File: src/rtl/mux2_rr_arbiter_pkg.sv
// Shared types and defaults for the two-source round-robin packet arbiter.
// Covers state encodings, default widths and a grant-state helper.
package mux2_rr_arbiter_pkg;

   typedef enum logic [1:0] {
      ST_IDLE   = 2'd0,
      ST_GRANT0 = 2'd1,
      ST_GRANT1 = 2'd2
   } state_t;

   localparam int DEF_DATA_W    = 8;
   localparam int DEF_MAX_BEATS = 16;
   localparam int DEF_CNT_W     = 5;

   // Maps a source index to the state that grants it.
   function automatic state_t grant_state(input logic src);
      return src ? ST_GRANT1 : ST_GRANT0;
   endfunction

endpackage

File: src/rtl/mux2_rr_datapath.sv
// 2:1 mux carrying {last, data} from the selected source to the sink.
// Purely combinational; the select comes registered from the arbiter FSM.
module mux2_rr_datapath #(
   parameter int W = 9
) (
   input  logic         sel,
   input  logic [W-1:0] in0,
   input  logic [W-1:0] in1,
   output logic [W-1:0] y
);

   generate
      for (genvar gi = 0; gi < W; gi++) begin : g_bit
         assign y[gi] = sel ? in1[gi] : in0[gi];
      end
   endgenerate

endmodule

File: src/rtl/mux2_rr_arbiter.sv
// Round-robin packet arbiter for two sources sharing one sink.
// The grant is held for a full packet; the data path is the datapath mux.
module mux2_rr_arbiter
   import mux2_rr_arbiter_pkg::*;
#(
   parameter int DATA_W    = DEF_DATA_W,
   parameter int MAX_BEATS = DEF_MAX_BEATS,
   parameter int CNT_W     = DEF_CNT_W
) (
   input  logic              clk,
   input  logic              rst,
   input  logic              in0_valid,
   input  logic [DATA_W-1:0] in0_data,
   input  logic              in0_last,
   output logic              in0_ready,
   input  logic              in1_valid,
   input  logic [DATA_W-1:0] in1_data,
   input  logic              in1_last,
   output logic              in1_ready,
   output logic              out_valid,
   output logic [DATA_W-1:0] out_data,
   output logic              out_last,
   input  logic              out_ready,
   output logic              sel,
   output logic              busy,
   output logic              err_long
);

   localparam logic [CNT_W-1:0] MAX_CNT = CNT_W'(MAX_BEATS);
   localparam logic [CNT_W-1:0] SAT_CNT = {CNT_W{1'b1}};

   state_t           state;
   logic             last_grant;
   logic [CNT_W-1:0] beat_cnt;

   logic gnt0;
   logic gnt1;
   logic cur_src;
   logic cur_valid;
   logic other_valid;
   logic fire;

   logic [DATA_W:0] mux_out;

   mux2_rr_datapath #(
      .W (DATA_W + 1)
   ) u_datapath (
      .sel (sel),
      .in0 ({in0_last, in0_data}),
      .in1 ({in1_last, in1_data}),
      .y   (mux_out)
   );

   assign out_last = mux_out[DATA_W];
   assign out_data = mux_out[DATA_W-1:0];

   always_comb begin
      gnt0        = (state == ST_GRANT0);
      gnt1        = (state == ST_GRANT1);
      cur_src     = gnt1;
      cur_valid   = gnt1 ? in1_valid : in0_valid;
      other_valid = gnt1 ? in0_valid : in1_valid;
      out_valid   = (gnt0 & in0_valid) | (gnt1 & in1_valid);
      in0_ready   = gnt0 & out_ready;
      in1_ready   = gnt1 & out_ready;
      fire        = out_valid & out_ready;
   end

   // sel and busy are registered alongside state so they track it exactly.
   always_ff @(posedge clk or posedge rst) begin
      if (rst) begin
         state      <= ST_IDLE;
         sel        <= 1'b0;
         busy       <= 1'b0;
         last_grant <= 1'b1;
         beat_cnt   <= '0;
         err_long   <= 1'b0;
      end else begin
         case (state)
            ST_IDLE: begin
               if (in0_valid && (!in1_valid || last_grant)) begin
                  state <= ST_GRANT0;
                  sel   <= 1'b0;
                  busy  <= 1'b1;
               end else if (in1_valid) begin
                  state <= ST_GRANT1;
                  sel   <= 1'b1;
                  busy  <= 1'b1;
               end
            end
            ST_GRANT0, ST_GRANT1: begin
               if (fire) begin
                  if (out_last) begin
                     beat_cnt   <= '0;
                     last_grant <= cur_src;
                     // Hand over without a bubble when the other side is waiting.
                     if (other_valid) begin
                        state <= grant_state(!cur_src);
                        sel   <= !cur_src;
                        busy  <= 1'b1;
                     end else if (cur_valid) begin
                        state <= grant_state(cur_src);
                        sel   <= cur_src;
                        busy  <= 1'b1;
                     end else begin
                        state <= ST_IDLE;
                        sel   <= 1'b0;
                        busy  <= 1'b0;
                     end
                  end else begin
                     if (beat_cnt != SAT_CNT) begin
                        beat_cnt <= beat_cnt + 1'b1;
                     end
                     if (beat_cnt >= MAX_CNT) begin
                        err_long <= 1'b1;
                     end
                  end
               end
            end
            default: begin
               state <= ST_IDLE;
               sel   <= 1'b0;
               busy  <= 1'b0;
            end
         endcase
      end
   end

endmodule

File: config.mk
export PLATFORM = sky130hd
export DESIGN_NAME = mux2_rr_arbiter
export DESIGN_NICKNAME = d
export VERILOG_FILES = /design/src/rtl/mux2_rr_arbiter_pkg.sv /design/src/rtl/mux2_rr_datapath.sv /design/src/rtl/mux2_rr_arbiter.sv
export SDC_FILE = /design/constraint.sdc
export NUM_CORES = 1
export LEC_CHECK = 0
export ABC_CLOCK_PERIOD_IN_PS = 2200
export BUFFER_PORTS_ARGS = -buffer_cell sky130_fd_sc_hd__buf_4
export CAP_MARGIN = 5
export CORE_MARGIN = 8
export CORE_UTILIZATION = 46
export CTS_BUF_LIST = sky130_fd_sc_hd__clkbuf_4
export CTS_CLUSTER_SIZE = 25
export DETAILED_ROUTE_END_ITERATION = 10
export PLACE_DENSITY = 0.8
export RECOVER_POWER = 100
export SETUP_SLACK_MARGIN = 0.5
export SLEW_MARGIN = 0
export SYNTH_ARGS = -nofsm -noshare
export SYNTH_HDL_FRONTEND = slang
export SYNTH_SLANG_ARGS = --single-unit
export TNS_END_PERCENT = 5
File: constraint.sdc
create_clock -name clk -period 2.2 [get_ports clk]
set_clock_uncertainty 0.05 [all_clocks]
set_input_delay 0.22 -clock clk [delete_from_list [all_inputs] [get_ports clk]]
set_output_delay 0.22 -clock clk [all_outputs]
set_load 0.1 [all_outputs]
; ---- Word level (Yosys, flattened, before mapping)
; Index checks and enable logic that the tools add are counted.
[totals]
reg_bits = 11
inputBits = 23
out_inout_bits = 15
wordCells = 67
[op_classes]
n_addsub = 1
order_cmp = 1
eq_ne = 6
n_mux = 35
bitwise = 7
reduce_logical = 11
[op_table]
columns = op, count
row1 = 1-bit two-way mux, 22
row2 = 2-bit two-way mux, 8
row3 = 5-bit two-way mux, 2
row4 = 3-bit AND reduction, 3
row5 = "5-bit by 1-bit adder with 5-bit output, second input constant", 1
row6 = 1-bit bitwise AND, 5
row7 = "5-bit greater-or-equal comparator, second input constant", 1
row8 = "5-bit inequality test, second input constant", 1
row9 = "2-bit inequality test, second input constant", 2
row10 = 1-bit case mux with 2 select lines, 2
row11 = 2-bit case mux with 2 select lines, 1
row12 = 4-bit AND reduction, 1
row13 = "3-bit inequality test, second input constant", 1
row14 = "2-bit by 1-bit == test with 1-bit output, second input constant", 1
row15 = "2-bit == test, second input constant", 1
row16 = 1-bit logical NOT, 2
row17 = 2-bit logical NOT, 1
row18 = 2-bit nonzero test, 1
row19 = 2-bit OR reduction, 1
row20 = 1-bit logical AND, 1
row21 = 1-bit logical OR, 1
row22 = 1-bit inverter, 1
row23 = 1-bit bitwise OR, 1

; ---- Depth between registers and ports, before layout
; Gate-level depths: netlist of the first run.
[depth]
ltp_word = 7
depth_mapped = 7
depth_no_buf = 7

; ---- Modules after synthesis
; Synthesis of the first run repeated with hierarchy kept, for this count alone.
[unflattened]
hier_cells = 78
hier_area_um2 = 824.5
[by_module_without_submodules]
columns = module, n_inst, cells_per_inst, area_per_inst_um2, seq_area_each_um2
row1 = mux2_rr_arbiter, 1, 68, 678.2, 251.5
row2 = mux2_rr_datapath, 1, 10, 146.4, 0.0

; ---- Worst setup path before layout of the first run
; No wires, ideal clock.
[synth_timing]
path_kind = register -> register
from = register sel
to = register beat_cnt[3]
setup_ns = 0.077
arrival_time_ns = 2.996
required_ns = 2.073
path_slack_ns = -0.924
path_stages_with_launch = 6
path_buffers = 0
synth_period_minus_slack_ns = 3.124
cell_sequence = dfrtp_1 -> ha_1 -> a22o_1 -> o2111ai_4 -> or3_1 -> a21oi_1
[synth_via]
elab_chain_len = 3
word_cells_on_any_way = 4
classes_between = 2 x mux / 2 x reduce/logical
[synth_rtl]
columns = item, line_no
row1 = start: declaration, mux2_rr_arbiter.sv:24  ; output logic sel,
row2 = start signal: assignment, mux2_rr_arbiter.sv:99  ; sel <= !cur_src;
row3 = start signal: assignment, mux2_rr_arbiter.sv:103  ; sel <= cur_src;
row4 = 1-bit two-way mux *, mux2_rr_datapath.sv:14  ; assign y[gi] = sel ? in1[gi] : in0[gi];
row5 = 2-bit nonzero test (no source line), n/a
row6 = 3-bit AND reduction (no source line), n/a
row7 = end signal: assignment, mux2_rr_arbiter.sv:112  ; beat_cnt <= beat_cnt + 1'b1;
row8 = end: declaration, mux2_rr_arbiter.sv:34  ; logic [CNT_W-1:0] beat_cnt;
; Every way passes the cells marked *; elsewhere a longest branch is shown, timed or not.
; A chain may end at the register's enable or synchronous reset.

; ---- Worst setup path in the final report of the first run
[layout_timing]
from = register sel
to = output out_data[6]
[layout_via]
elab_chain_len = 1
[layout_rtl]
columns = item, line_no
row1 = 1-bit two-way mux, mux2_rr_datapath.sv:14
row2 = end: declaration, mux2_rr_arbiter.sv:21  ; output logic [DATA_W-1:0] out_data,
; No other way between the ends.

==> reports/metrics.yaml, run 1 <==
status: "complete, no violations"
synth-compound-area-share_pct: 17.54
r2r_start: "sel"
multi_input_area_um2: 525.5
synth_simple_gate_area_share_pct: 13.44
peakVddDrop_mv: 1.057
globalRoute.totalOverflow: 0
synth_warnings: 0
syn_to_final_growth_pct: 54.92
ys_types: 26
startpoint_type: "register"
setup_viol: 0
clk_pin_slew_ns: 0.08
synth_xor_area_share_pct: 0
mappedNetlistArea_um2: 763.2
hold_ws_ns: 0.3250
cts_root_buffer: "clkbuf_4"
hold_class: "in -> reg"
relSlewSlack_pct: 22.66
finalCriticalPeriod_ns: 1.967
rows: 14
avgRoutedWirePerCell_um: 17.09
fin_tns_setup_ns: 0
io_buffers: 37
first_global_vias: 877
cap_viol_max_count: 0
cts_tree: "done"
synthCells: 76
r2r_setup_slack_ns: 0.26
yosysTopAreaCell: "dfrtp_1"
cts_buffers: 3
synth_top_family_by_area: "multiplexers"
seq_area_frac_synth_pct: 32.95
r2r_cells: 5
die-area_um2: 3219
synth_commonest_cells: "mux2_2, dfrtp_1, ha_1"
start_util_pct: 50.08
cts_max_level: 1
crit_path_end_kind: "output port"
rr_endpoint: "last_grant"
grt_usage_pct: 15.38
async_reset_ff_share_pct: 100.0
synth_edf_count: 0
drtAntennaViolNets: 0
yosys.area.top_type_share_pct: 29.51
via_per_inst: 5.532
fp.coreArea_um2: 1524
crit_fanout: 7
path_cells: "buf_12 > mux2_2 > clkbuf_2"
hold_end: "sel"
power.density_nw_per_um2: 1604
hpwl_um: 1708
drt_iter0_drc: 27
hold_depth: 4
antenna-diode-count: 0
min_period_over_period_pct: 89.40
die_x_um: 56.74
max_freq_mhz: 508.4
routed-via-count: 780
clk_latency_ns: 0.28
drive_above_1_share_pct: 54.40
grt_pass1_wl_um: 3953
seq_area_um2: 252.7
critPathArrivalTime_ns: 1.70
drc: 0
required_ns: 1.93
grt_max_degree: 11
final_cell_area_um2: 1182
synthAdderAreaFrac_pct: 11.48
drt-total-wl_um: 2409
io_pins: 38
avgSynthCellArea_um2: 10.04
drtPass1Iterations: 4
muxShareOfSynthArea_pct: 19.34
synth-seq-cells: 10
syn_nets: 106
fillers: 102
path_class: "reg -> out"
leakage_uw: 0.0005729
placed_area_um2: 1092
synth_flop_cell: "dfrtp_1"
die_y_um: 56.74
synth.most_common_cell: "mux2_2"
nets: 156
hold_viol_final: 0
drv_slew: 0
p_total_uw: 1896
slowest_delay_ns: 0.54
cts_buffer_depth: 2
yosys-top-cells-area: "dfrtp_1, mux2_2, ha_1"
globalplace.congestion: 0.7783
grt_antenna_before_repair: 0
cts_sinks: 10
worstHoldStart: "in0_valid"
rsz0062_at_grt: "true"
critical_path.slowest_cell: "dfrtp_1"
tightest_slew_ns: 1.165
cell type report:
cell class / count / area share (%)
clock inverters: 1 / 0.3175
repair buffers: 46 / 27.41
flip-flops and latches: 10 / 21.38
well taps: 16 / 1.693
multi-input cells: 58 / 44.44
clock buffers: 3 / 1.905
inverters: 7 / 2.857
report_power, final:
group          switching, uW  internal (uW)
Sequential              66.9            252
Clock                   69.0           65.7
Combinational            997            446
layer usage:
layer  vias to the layer above  share of wire (%)  GRT usage [%]
li1                        369                  -              -
met1                       357                 39          15.50
met2                        47                 48          25.08
met3                         7                 10          7.416
met4                         0                2.9          9.060
met5                         -                  0              0
sequential cells by signal, indices dropped and copies added (netlist names):
signal,cells
last_grant,1
busy,1
state,1
err_long,1
beat_cnt,5
sel,1
cells by family after synthesis:
family / Yosys count
compound gates: 18
flops: 10
fa+ha+maj: 7
buf+inv: 8
mux: 13
simple gates: 20
per-stage QoR:
step / cells / worst slack, ns / util [%]
5_1_grt: 141 / 0.1735 / 77.59
2_1_floorplan: 76 / 0.03407 / -
4_1_cts: 141 / 0.4052 / 81.12
3_3_place_gp: 128 / 0.3134 / 71.67
3_5_place_dp: 128 / 0.2772 / 71.67
6_report: 141 / 0.2332 / 77.59
worst max-delay path by stage:
stage / from / end / depth (start not counted)
final: sel / out_data[6] / 3
after global routing: sel / out_data[0] / 3
after CTS: sel / state[0] / 6
after detailed placement: sel / last_grant / 5
after global placement: sel / last_grant / 5
after floorplan: sel / busy / 7
cells in the final DEF, fill, tap and decap left out, types with 2 or more instances in the layout:
cell type  netlist  routed
clkbuf_1         0       4
a21oi_1          6       6
ha_4             0       2
mux2_2          11       9
nor2_1           2       2
inv_1            6       4
o21ai_0          5       5
and2_1           3       3
clkbuf_4         0       5
and3_1           2       2
or3_1            2       2
buf_4            0      27
nand2b_1         2       2
dfrtp_1          9       8
clkbuf_2         0      10
ha_1             7       4
nand3_1          3       2
nand2_1          5       5
what timing repair did:
item | 4_1_cts | 5_1_grt
hold endpoints to repair | 9 | 0
buffers inserted | 8 | 0
pin swaps | 8 | 0
resized for setup | 9 | 0
hold buffers | 1 | 0
setup endpoints to repair | 15 | 21
worst max-delay path, delay by kind of cell, from the launching register on:
kind | cells | cell delay [ns]
flip-flops | 1 | 0.54
buffers and inverters | 2 | 0.54
multiplexers | 1 | 0.33
No activity file was read; power rests on OpenSTA's default activity.
==> run 2, diff against run 1 <==
- GPL_TIMING_DRIVEN: unset -> 0
- SKIP_CTS_REPAIR_TIMING: unset -> 1
==> reports/metrics.yaml, run 2 (synthesis gave the netlist of run 1 again) <==
cts_tree: "done"
fillers: 96
cts_max_level: 1
rsz0062_at_grt: "true"
worstHoldStart: "in0_last"
critPathLaunch: "sel"
p_total_uw: 2054
clk_pin_slew_ns: 0.07
drive_above_1_share_pct: 61.72
final_common_cell: "buf_4"
cts_buffer_depth: 2
io_pins: 38
fin_tns_setup_ns: 0
die_x_um: 56.74
rows: 14
syn_to_final_growth_pct: 65.25
critical_path.slowest_cell: "dfrtp_1"
drtPass1Iterations: 4
clk_latency_ns: 0.27
cts_buffers: 3
path_class: "reg -> out"
grt_usage_pct: 12.91
status: "complete, no violations"
die_y_um: 56.74
grt_antenna_before_repair: 0
via_per_inst: 5.542
die-area_um2: 3219
r2r_setup_slack_ns: 0.23
grt_pass1_wl_um: 3401
cts_root_buffer: "clkbuf_4"
nets: 159
globalplace.congestion: 0.7377
io_buffers: 37
finalCriticalPeriod_ns: 1.991
hold_viol_final: 0
cap_viol_max_count: 0
slowest_delay_ns: 0.53
power.density_nw_per_um2: 1628
globalRoute.totalOverflow: 0
min_period_over_period_pct: 90.48
tightest_slew_ns: 1.174
drt-total-wl_um: 2472
peakVddDrop_mv: 1.339
drv_slew: 0
relSlewSlack_pct: 22.04
crit_path_end_kind: "output port"
hold_end: "beat_cnt[1]"
hold_depth: 4
routed-via-count: 798
first_global_vias: 776
largest_register_ffs: 5
drc: 0
preCtsSetupSlack_ns: 0.2599
r2r_cells: 6
critPathArrivalTime_ns: 1.72
drtAntennaViolNets: 0
fp.coreArea_um2: 1524
rr_endpoint: "state[0]"
regMostFlops: "beat_cnt"
crit_fanout: 6
startpoint_type: "register"
path_cells: "clkbuf_16 > mux2_2 > clkbuf_2"
max_freq_mhz: 502.4
start_util_pct: 50.08
drt_iter0_drc: 12
mostFrequentLayoutCells: "buf_4, mux2_2, dfrtp_1"
r2r_start: "sel"
cts_sinks: 10
setup_ws_ns: 0.2095
leakage_uw: 0.0006094
hold_class: "in -> reg"
grt_max_degree: 11
antenna-diode-count: 0
avgRoutedWirePerCell_um: 17.17
setup_viol: 0
required_ns: 1.93
hpwl_um: 1735
[run 2: cell count changes in the layout (fill, tap and decap cells not counted), moves of 2 or more]
| cell | delta |
|---|---|
| buf_2 | +3 |
| buf_4 | +2 |
| buf_6 | +2 |
| clkbuf_1 | -2 |
| clkbuf_2 | -3 |
[run 2: worst max path at each step]
stage	end	slack (ns)
final	out_data[2]	0.21
after global routing	sel	0.17
after CTS	last_grant	0.25
after detailed placement	last_grant	0.26
after global placement	last_grant	0.29
after floorplan	busy	0.03
[run 2: stage by stage]
step / util [%] / std cells / hold WS [ns] / area (um^2)
6_report: 82.76 / 144 / 0.2260 / 1261
5_1_grt: 82.76 / 144 / 0.2519 / 1261
4_1_cts: 74.38 / 133 / -0.1113 / 1134
3_5_place_dp: 72.66 / 129 / 0.1781 / 1107
3_3_place_gp: 72.66 / 129 / 0.1712 / 1107
2_1_floorplan: - / 76 / 0.009483 / 809.5
[run 2: layout make-up]
class                           count  area (um^2)  area share, %
Inverter                            7        41.29          3.274
Buffer                              1        20.02          1.587
Timing Repair Buffer               48        359.1          28.47
Sequential cell                    10        252.7          20.04
Clock buffer                        3        22.52          1.786
Tap cell                           16        20.02          1.587
Clock inverter                      1        3.754         0.2976
Multi-Input combinational cell     58        541.8          42.96
[run 2: report_power, final]
| group | switching (uW) | internal (uW) | leakage, uW |
|---|---|---|---|
| clock network | 69.6 | 65.7 | 0.0000154 |
| registers | 68.3 | 252 | 0.000127 |
| logic | 1030 | 572 | 0.000467 |
[run 2: critical path, delay by kind of cell, from the launching register on]
kind	cells	cell delay (ns)
buffers and inverters	2	0.59
flip-flops	1	0.53
multiplexers	1	0.32
[run 2: routing by layer]
metal | track usage (%) | wire length (um) | up-vias
met3 | 7.865 | 302 | 7
met5 | 0 | 0 | -
met4 | 6.040 | 48 | 0
li1 | - | - | 375
met1 | 13.37 | 951 | 370
met2 | 20.22 | 1169 | 46
==> run 3, diff against run 2 <==
- ABC_CLOCK_PERIOD_IN_PS: 2200 -> 1970
- clock period: 2.2 -> 1.97 ns (I/O delays scaled with it)
==> reports/metrics.yaml, run 3 (synthesis gave the netlist of run 1 again) <==
slowest_delay_ns: 0.41
setup_viol: 0
cts_max_level: 1
cts_root_buffer: "clkbuf_4"
leakage_uw: 0.0006123
cts_buffers: 3
final_common_cell: "buf_4"
hold_class: "in -> reg"
rr_endpoint: "beat_cnt[2]"
p_seq_share_pct: 15.7
peakVddDrop_mv: 1.517
drv_slew: 0
drtAntennaViolNets: 0
crit_path_end_kind: "register"
hold_depth: 4
switching_share_pct: 56.68
rows: 14
required_ns: 2.13
p_switching_uw: 1332
startpoint_type: "register"
status: "complete, no violations"
cts_sinks: 10
hpwl_um: 1735
drt_iter0_drc: 37
grt_pass1_wl_um: 3401
r2r_start: "beat_cnt[0]"
crit_buf_inv: 1
clkPwrFrac_pct: 6.5
path_cells: "ha_2 > and3_1 > ha_1 > inv_2 > o2111ai_4 > or3_1 > a21oi_2"
critical_path.slowest_cell: "dfrtp_1"
routed-via-count: 819
drt-total-wl_um: 2713
drive_above_1_share_pct: 65.12
finalCriticalPeriod_ns: 1.865
min_period_over_period_pct: 94.68
die-area_um2: 3219
io_pins: 38
grt_max_degree: 11
power.density_nw_per_um2: 1830
r2r_cells: 7
die_x_um: 56.74
antenna-diode-count: 0
grt_usage_pct: 12.91
avgRoutedWirePerCell_um: 18.71
via_per_inst: 5.648
crit_fanout: 5
r2r_setup_slack_ns: 0.10
syn_to_final_growth_pct: 68.20
relSlewSlack_pct: 62.99
hold_viol_final: 0
cts_buffer_depth: 2
regMostFlops: "beat_cnt"
grt_antenna_before_repair: 0
nets: 160
globalplace.congestion: 0.7377
rsz0062_at_grt: "true"
start_util_pct: 50.08
critPathArrivalTime_ns: 2.03
fillers: 85
cap_viol_max_count: 0
die_y_um: 56.74
placed_area_um2: 1107
drc: 0
clk_latency_ns: 0.28
globalRoute.totalOverflow: 0
fin_tns_setup_ns: 0
largest_register_ffs: 5
final_cell_area_um2: 1284
mostFrequentLayoutCells: "buf_4, mux2_2, clkbuf_4"
tightest_slew_ns: 0.5575
io_buffers: 37
drtPass1Iterations: 4
worstHoldStart: "in0_last"
max_freq_mhz: 536.1
cts_tree: "done"
hold_end: "beat_cnt[1]"
critPathTopFamily: "simple AND/OR/NAND/NOR gates"
fp.coreArea_um2: 1524
first_global_vias: 776
p_comb_share_pct: 77.9
cellInternalPower_uw: 1018
clk_pin_slew_ns: 0.08
path_class: "reg -> reg"
## run 3: power groups by stage
| stage | Sequential (uW) | Clock [uW] | Combinational (uW) |
|---|---|---|---|
| 2_1_floorplan | 491 | 0 | 1130 |
| 3_3_place_gp | 353 | 0 | 1530 |
| 3_5_place_dp | 358 | 0 | 1560 |
| 4_1_cts | 354 | 148 | 1570 |
| 5_1_grt | 380 | 158 | 1900 |
| 6_report | 368 | 152 | 1830 |
## run 3: metrics by stage
step	utilization (%)	instances	setup WS, ns	power (uW)	hold WS (ns)
3_3_place_gp	72.66	129	0.05760	1886	0.1482
6_report	84.24	145	0.1048	2350	0.2475
4_1_cts	74.38	133	0.01727	2068	-0.1343
5_1_grt	84.24	145	0.04882	2440	0.2634
2_1_floorplan	-	76	-0.1959	1619	-0.01352
3_5_place_dp	72.66	129	0.02987	1917	0.1551
## run 3: layout make-up
type / instances / area, um^2 / area share (%)
repair buffers: 49 / 372.9 / 29.04
plain buffers: 1 / 20.02 / 1.559
inverters: 7 / 41.29 / 3.216
well taps: 16 / 20.02 / 1.559
flip-flops and latches: 10 / 256.5 / 19.98
clock inverters: 1 / 3.754 / 0.2924
clock buffers: 3 / 22.52 / 1.754
multi-input cells: 58 / 546.8 / 42.59
## run 3: routing by layer
layer / global-route usage, % / vias to the layer above / wire length, um
met5: 0 / - / 0
met4: 6.040 / 0 / 43
met3: 7.865 / 5 / 320
met2: 20.22 / 52 / 1322
met1: 13.37 / 382 / 1027
li1: - / 380 / -
## run 3: how the worst max path moves through the flow
stage / from / end / slack, ns / cells past startpoint
after global placement: sel / last_grant / 0.06 / 6
after floorplan: sel / busy / -0.20 / 7
after global routing: beat_cnt[0] / beat_cnt[2] / 0.05 / 7
final: beat_cnt[0] / beat_cnt[2] / 0.10 / 7
after detailed placement: sel / last_grant / 0.03 / 6
after CTS: sel / last_grant / 0.02 / 6
## run 3: tightest hold or removal path, delay by kind of cell
| kind | cells | cell delay, ns |
|---|---|---|
| compound gates | 1 | 0.09 |
| mux | 1 | 0.08 |
| simple gates | 1 | 0.07 |
| buf+inv | 1 | 0.09 |
